**src/rtl/frame_data_writer_if.sv**
```systemverilog
// ============================================================================
// Module  : frame_data_writer_if
// Brief   : Valid/ready word stream into the frame data writer.
// Revision: 1.0
// ============================================================================
`default_nettype none

interface frame_data_writer_if #(
    parameter int FrameBitsPerRow = 32
);
    logic [FrameBitsPerRow-1:0] s_data;
    logic                       s_valid;
    logic                       s_ready;

    modport master (
        output s_data,
        output s_valid,
        input  s_ready
    );

    modport slave (
        input  s_data,
        input  s_valid,
        output s_ready
    );
endinterface

`default_nettype wire

```
**src/rtl/frame_data_writer.sv**
```systemverilog
// ============================================================================
// Module  : frame_data_writer
// Brief   : Parses a header, broadcasts N frame words row by row, then pulses
//           the column frame strobe for the addressed frame.
// Revision: 1.0
// ============================================================================
`default_nettype none

module frame_data_writer #(
    parameter int FrameBitsPerRow = 32,
    parameter int RowSelectWidth  = 5,
    parameter int NumberOfRows    = 16,
    parameter int MaxFramesPerCol = 20
) (
    input  wire logic                       CLK,
    input  wire logic                       resetn,
    frame_data_writer_if.slave              s_if,
    input  wire logic                       clr_err,
    output      logic [FrameBitsPerRow-1:0] FrameData_O,
    output      logic [RowSelectWidth-1:0]  RowSelect_O,
    output      logic [MaxFramesPerCol-1:0] FrameStrobe_O,
    output      logic                       busy,
    output      logic                       err
);

    localparam logic [7:0] c_SYNC    = 8'hFA;
    localparam logic [8:0] c_MAX_ROW = 9'(NumberOfRows);

    typedef enum logic [1:0] {
        ST_IDLE   = 2'd0,
        ST_DATA   = 2'd1,
        ST_FLUSH  = 2'd2,
        ST_STROBE = 2'd3
    } state_t;

    state_t                      state_q, state_d;
    logic [7:0]                  frame_q, frame_d;
    logic [7:0]                  nrows_q, nrows_d;
    logic [7:0]                  row_q,   row_d;
    logic [7:0]                  cnt_q,   cnt_d;
    logic [FrameBitsPerRow-1:0]  fdata_q, fdata_d;
    logic [RowSelectWidth-1:0]   rsel_q,  rsel_d;
    logic [MaxFramesPerCol-1:0]  fstrb_q, fstrb_d;
    logic                        err_q,   err_d;

    logic       w_ready;
    logic       w_accept;
    logic [7:0] w_sync;
    logic [7:0] w_frame;
    logic [7:0] w_nrows;
    logic [7:0] w_start;
    logic [8:0] w_end_row;
    logic       w_hdr_ok;

    // Ready is gated by resetn so nothing is taken while reset is held.
    assign w_ready  = resetn && ((state_q == ST_IDLE) || (state_q == ST_DATA));
    assign w_accept = s_if.s_valid && w_ready;

    assign w_sync  = s_if.s_data[31:24];
    assign w_frame = s_if.s_data[23:16];
    assign w_nrows = s_if.s_data[15:8];
    assign w_start = s_if.s_data[7:0];

    // Nine bits so a large start row plus row count cannot wrap into range.
    assign w_end_row = {1'b0, w_start} + {1'b0, w_nrows} - 9'd1;

    assign w_hdr_ok = (w_sync == c_SYNC)
                   && (int'(w_frame) < MaxFramesPerCol)
                   && (w_nrows != 8'd0)
                   && (w_start != 8'd0)
                   && (w_end_row <= c_MAX_ROW);

    always_comb begin
        state_d = state_q;
        frame_d = frame_q;
        nrows_d = nrows_q;
        row_d   = row_q;
        cnt_d   = cnt_q;
        fdata_d = fdata_q;
        rsel_d  = '0;
        fstrb_d = '0;
        err_d   = clr_err ? 1'b0 : err_q;

        case (state_q)
            ST_IDLE: begin
                if (w_accept) begin
                    if (w_hdr_ok) begin
                        frame_d = w_frame;
                        nrows_d = w_nrows;
                        row_d   = w_start;
                        cnt_d   = 8'd0;
                        state_d = ST_DATA;
                    end else begin
                        err_d = 1'b1;
                    end
                end
            end
            ST_DATA: begin
                if (w_accept) begin
                    fdata_d = s_if.s_data;
                    rsel_d  = row_q[RowSelectWidth-1:0];
                    row_d   = row_q + 8'd1;
                    cnt_d   = cnt_q + 8'd1;
                    if ((cnt_q + 8'd1) == nrows_q) begin
                        state_d = ST_FLUSH;
                    end
                end
            end
            ST_FLUSH: begin
                // Registered here so the pulse lines up with the STROBE state.
                fstrb_d = {{(MaxFramesPerCol-1){1'b0}}, 1'b1} << frame_q;
                state_d = ST_STROBE;
            end
            ST_STROBE: begin
                state_d = ST_IDLE;
            end
            default: begin
                state_d = ST_IDLE;
            end
        endcase
    end

    always_ff @(posedge CLK or negedge resetn) begin
        if (!resetn) begin
            state_q <= ST_IDLE;
            frame_q <= '0;
            nrows_q <= '0;
            row_q   <= '0;
            cnt_q   <= '0;
            fdata_q <= '0;
            rsel_q  <= '0;
            fstrb_q <= '0;
            err_q   <= 1'b0;
        end else begin
            state_q <= state_d;
            frame_q <= frame_d;
            nrows_q <= nrows_d;
            row_q   <= row_d;
            cnt_q   <= cnt_d;
            fdata_q <= fdata_d;
            rsel_q  <= rsel_d;
            fstrb_q <= fstrb_d;
            err_q   <= err_d;
        end
    end

    assign s_if.s_ready  = w_ready;
    assign FrameData_O   = fdata_q;
    assign RowSelect_O   = rsel_q;
    assign FrameStrobe_O = fstrb_q;
    assign busy          = (state_q != ST_IDLE);
    assign err           = err_q;

endmodule

`default_nettype wire

```
**src/flat_wrapper.sv**
```systemverilog
// flat-port wrapper written by rule: the top's interface ports become plain ports
module frame_data_writer_flat 
#(
    parameter int FrameBitsPerRow = 32,
    parameter int RowSelectWidth  = 5,
    parameter int NumberOfRows    = 16,
    parameter int MaxFramesPerCol = 20
)
  (CLK, resetn, clr_err, FrameData_O, RowSelect_O, FrameStrobe_O, busy, err, s_if_s_data, s_if_s_valid, s_if_s_ready);
  frame_data_writer_if #(.FrameBitsPerRow(FrameBitsPerRow)) s_if_i ();
  input  wire logic CLK;
  input  wire logic resetn;
  input  wire logic clr_err;
  output      logic [FrameBitsPerRow-1:0] FrameData_O;
  output      logic [RowSelectWidth-1:0] RowSelect_O;
  output      logic [MaxFramesPerCol-1:0] FrameStrobe_O;
  output      logic busy;
  output      logic err;
  input wire logic [$bits(s_if_i.s_data)-1:0] s_if_s_data;
  input wire logic [$bits(s_if_i.s_valid)-1:0] s_if_s_valid;
  output wire logic [$bits(s_if_i.s_ready)-1:0] s_if_s_ready;
  assign s_if_i.s_data = s_if_s_data;
  assign s_if_i.s_valid = s_if_s_valid;
  assign s_if_s_ready = s_if_i.s_ready;
  frame_data_writer #(.FrameBitsPerRow(FrameBitsPerRow), .RowSelectWidth(RowSelectWidth), .NumberOfRows(NumberOfRows), .MaxFramesPerCol(MaxFramesPerCol)) u_core (.CLK(CLK), .resetn(resetn), .s_if(s_if_i), .clr_err(clr_err), .FrameData_O(FrameData_O), .RowSelect_O(RowSelect_O), .FrameStrobe_O(FrameStrobe_O), .busy(busy), .err(err));
endmodule
```
**config.mk**
```make
export PLATFORM = sky130hd
export DESIGN_NAME = frame_data_writer_flat
export DESIGN_NICKNAME = d
export VERILOG_FILES = /design/src/rtl/frame_data_writer_if.sv /design/src/rtl/frame_data_writer.sv /design/src/flat_wrapper.sv
export SDC_FILE = /design/constraint.sdc
export NUM_CORES = 1
export LEC_CHECK = 0
export ABC_AREA = 0
export CORE_UTILIZATION = 55
export DETAILED_ROUTE_END_ITERATION = 8
export PLACE_DENSITY_LB_ADDON = 0.1
export SYNTH_ARGS = -nofsm -noshare
export SYNTH_HDL_FRONTEND = slang
export SYNTH_SLANG_ARGS = --single-unit
```
**constraint.sdc**
```tcl
create_clock -name CLK -period 5.54 [get_ports CLK]
set_input_delay 0.831 -clock CLK [delete_from_list [all_inputs] [get_ports CLK]]
set_output_delay 0.831 -clock CLK [all_outputs]
set_load 0.02 [all_outputs]
```
==> results.md <==
* Post-CTS Setup Repair Bufs at 0
* Nets at 563
* DRT iter0 DRCs at 145
* Reg2reg setup slack at 2.41 ns
* CP max FO at 16
* Share of the synthesized area in the top cell type at 0.496
* Final std cells w/o fill at 613
* Worst Path Arrival at 4.53 ns
* Vias in the first global route at 3418
* Worst-path clk slew at 0.10 ns
* Unrepaired setup endpoints after global routing: no
* Crit path launch type: primary input
* TritonCTS Buffers at 9
* CTS root buf: clkbuf_8
* Die X at 92.4 µm
* Drt drc at 0
* Biggest area consumer among synthesized cells: dfrtp_1
* First-pass GRT wire length at 16700 µm
* Placed Instances at 597
* EDFF count, synth at 0
* Dpl hpwl at 7270 µm
* Rows at 32
* Final-report max-slew violation count at 0
* Leakage at 0.00257 µW
* Worst r2r src: u_core.state_q[1]
* Layout area overhead at 28.3%
* Yosys warnings at 0
* Drt pass-1 iters at 4
* CP Launch Point: s_if_s_data[1]
* Kind of critical path: in -> reg
* Clock sink total at 89
* Hold_buf cts at 0
* Post-Syn Nets at 466
* Largest net degree at the start of global routing at 61
* Distinct cells, synth at 54
* Gr usage total at 0.252
* Slew Limit Headroom at 0.463
* Routed WL per cell at 16.2 µm
* Final Hold Fails at 0
* Residual overflow from global routing at 0
* Post-synth top flop: dfrtp_1
* Top cells by count, synth: 89 x dfrtp_1, 38 x inv_1, 38 x mux2_2
* P_sw at 849 µW
* Min cycle time layout at 4.28 ns
* CTS HTree Levels at 3
* Ranking of synthesized cells by area: dfrtp_1 50%, mux2_2 9.5%, ha_1 5.6%
* Clock Latency Late Sink at 0.36 ns
* Register bit total from synthesis at 89
* Worst path required time at 5.79 ns
* Die Ht at 92.4 µm
* Reg2Reg Depth at 9
* Share of layout cells above drive strength 1 at 0.149
* Top Ports at 96
* Combinational power share at 0.403
* Netlist Area Pre-Place at 0.00449 mm²
* Core Area at 0.00781 mm²
* Synthesized instance count at 409
* Syn_area_per_cell at 11.0 µm²
* MaxCap Viol Count at 0
* Ratio of final minimum period to clock period at 0.773
* Internal Dissipation at 1520 µW
* Vias/cell at 5.55
* Synth async-reset ratio at 1.00
* Clk pwr share at 0.220
* Final ANT Viol Nets at 0
* Die Area at 0.00853 mm²
* CTS tree: built
* Library cell with the highest instance count after synthesis: dfrtp_1
* Final setup TNS at 0 ns
* Initial core utilization at 0.575
* Clock skew at 0.00880 ns
* N_diodes at 0
* Power density over the cells at 411 mW/mm²
* Reg2reg end: u_core.state_q[0]
* Final setup violating endpoints at 0
* Peak VDD IR at 0.000259 V
* Reg power frac at 0.377
* Register area share after synthesis at 0.496
* Switching Fraction at 0.358
* Achievable clock frequency at 234 MHz
* Gp weighted congestion at 0.894
* Post-CTS sizing at 0
* Antenna violations before repair at 0
* Routed WL at 9930 µm
* Hold Path Class: in -> async
* Worst-Margin Slew at 0.803 ns
* Outcome: finished, final reports clean
* CTS Buffer Depth at 2
* Worst Setup End Kind: flop
* Routed vias at 3402
* Port buffer count at 95
area by class of cell:
cell class | count | area, µm²
clock inverter | 7 | 110
clock buffer | 9 | 124
tap | 102 | 128
sequential | 89 | 2230
inverter | 38 | 143
fill | 572 | 2040
multi-input combinational | 270 | 2060
timing repair buffer | 98 | 971
state kept, by name, indices dropped and copies added, names as in the netlist:
name and flops:
u_core.err 1, u_core.FrameData_O 32, u_core.state_q 2, u_core.frame_q 8
u_core.RowSelect_O 5, u_core.cnt_q 8, u_core.nrows_q 8, u_core.FrameStrobe_O 20
u_core.row_q 5
worst max-delay path, stage by stage:
cell	delay [ns]
clkdlybuf4s50_1	0.53
inv_1	0.06
ha_1	0.28
inv_1	0.06
ha_1	0.20
inv_1	0.07
fa_1	0.39
nand2b_1	0.18
a21o_1	0.17
nor4b_1	0.16
nor4_1	0.36
nand4_2	0.17
nor3_4	0.65
mux2_2	0.41
placed cells by master (no fill, tap or decap), drive strengths merged, types with 2 or more instances in the layout:
| master | count |
|---|---|
| nor2b | 10 |
| or3 | 8 |
| inv | 41 |
| mux2 | 46 |
| xnor2 | 10 |
| xor2 | 5 |
| nand3b | 4 |
| nor4b | 3 |
| clkbuf | 9 |
| nor4 | 10 |
| a21o | 2 |
| ha | 20 |
| a211oi | 2 |
| a22o | 6 |
| nor3b | 2 |
| and2 | 6 |
| and3 | 2 |
| nand3 | 10 |
| clkdlybuf4s50 | 94 |
| nand4b | 2 |
| o22ai | 2 |
| nor3 | 8 |
| buf | 4 |
| o21ai | 22 |
| or3b | 2 |
| bufinv | 2 |
| dfrtp | 89 |
| a21oi | 8 |
| nand2 | 21 |
| nand2b | 6 |
| nor2 | 30 |
| nand4 | 10 |
worst max-delay path by stage:
stage | end | slack (ns) | cells after the start
global route | u_core.frame_q[4] | 1.04 | 14
CTS | u_core.frame_q[4] | 1.28 | 14
floorplan | u_core.nrows_q[1] | 1.92 | 14
finish | u_core.frame_q[4] | 1.26 | 14
global placement | u_core.frame_q[0] | 1.01 | 14
detailed placement | u_core.frame_q[4] | 0.89 | 14
routing by layer:
metal / track usage / routed length, µm
met3: 0.0484 / 467
met2: 0.399 / 4750
met1: 0.348 / 4580
met4: 0.0898 / 133
met5: 0 / 0
cells by family (layout without fill, tap and decap cells):
family	Yosys count	count (layout)	synth area share
multiplexers	47	47	0.124
adder cells (fa/ha/maj)	21	21	0.0602
flip-flops	89	89	0.496
AND/OR/NAND/NOR	138	138	0.172
buffers and inverters	50	152	0.0457
AO/OA/AOI/OAI	49	49	0.0713
XOR/XNOR	15	15	0.0309
through the flow:
step	power [µW]	hold slack (ns)	setup slack (ns)	instance area [µm²]	util
after floorplan	1440	0.455	1.92	4490	-
after global placement	1830	0.482	1.01	5530	0.708
after detailed placement	1860	0.494	0.890	5530	0.708
after CTS	2380	0.375	1.28	5760	0.738
after global routing	2490	0.394	1.04	5760	0.738
final	2370	0.376	1.26	5760	0.738
power by group through the flow:
stage          logic (µW)  registers [µW]  clock network [µW]
2_1_floorplan         399            1040                   0
3_3_place_gp          936             894                   0
3_5_place_dp          952             905                   0
4_1_cts               960             892                 529
5_1_grt              1020             914                 556
6_report              954             894                 520
Note: power is estimated with default switching activity, not from simulation.
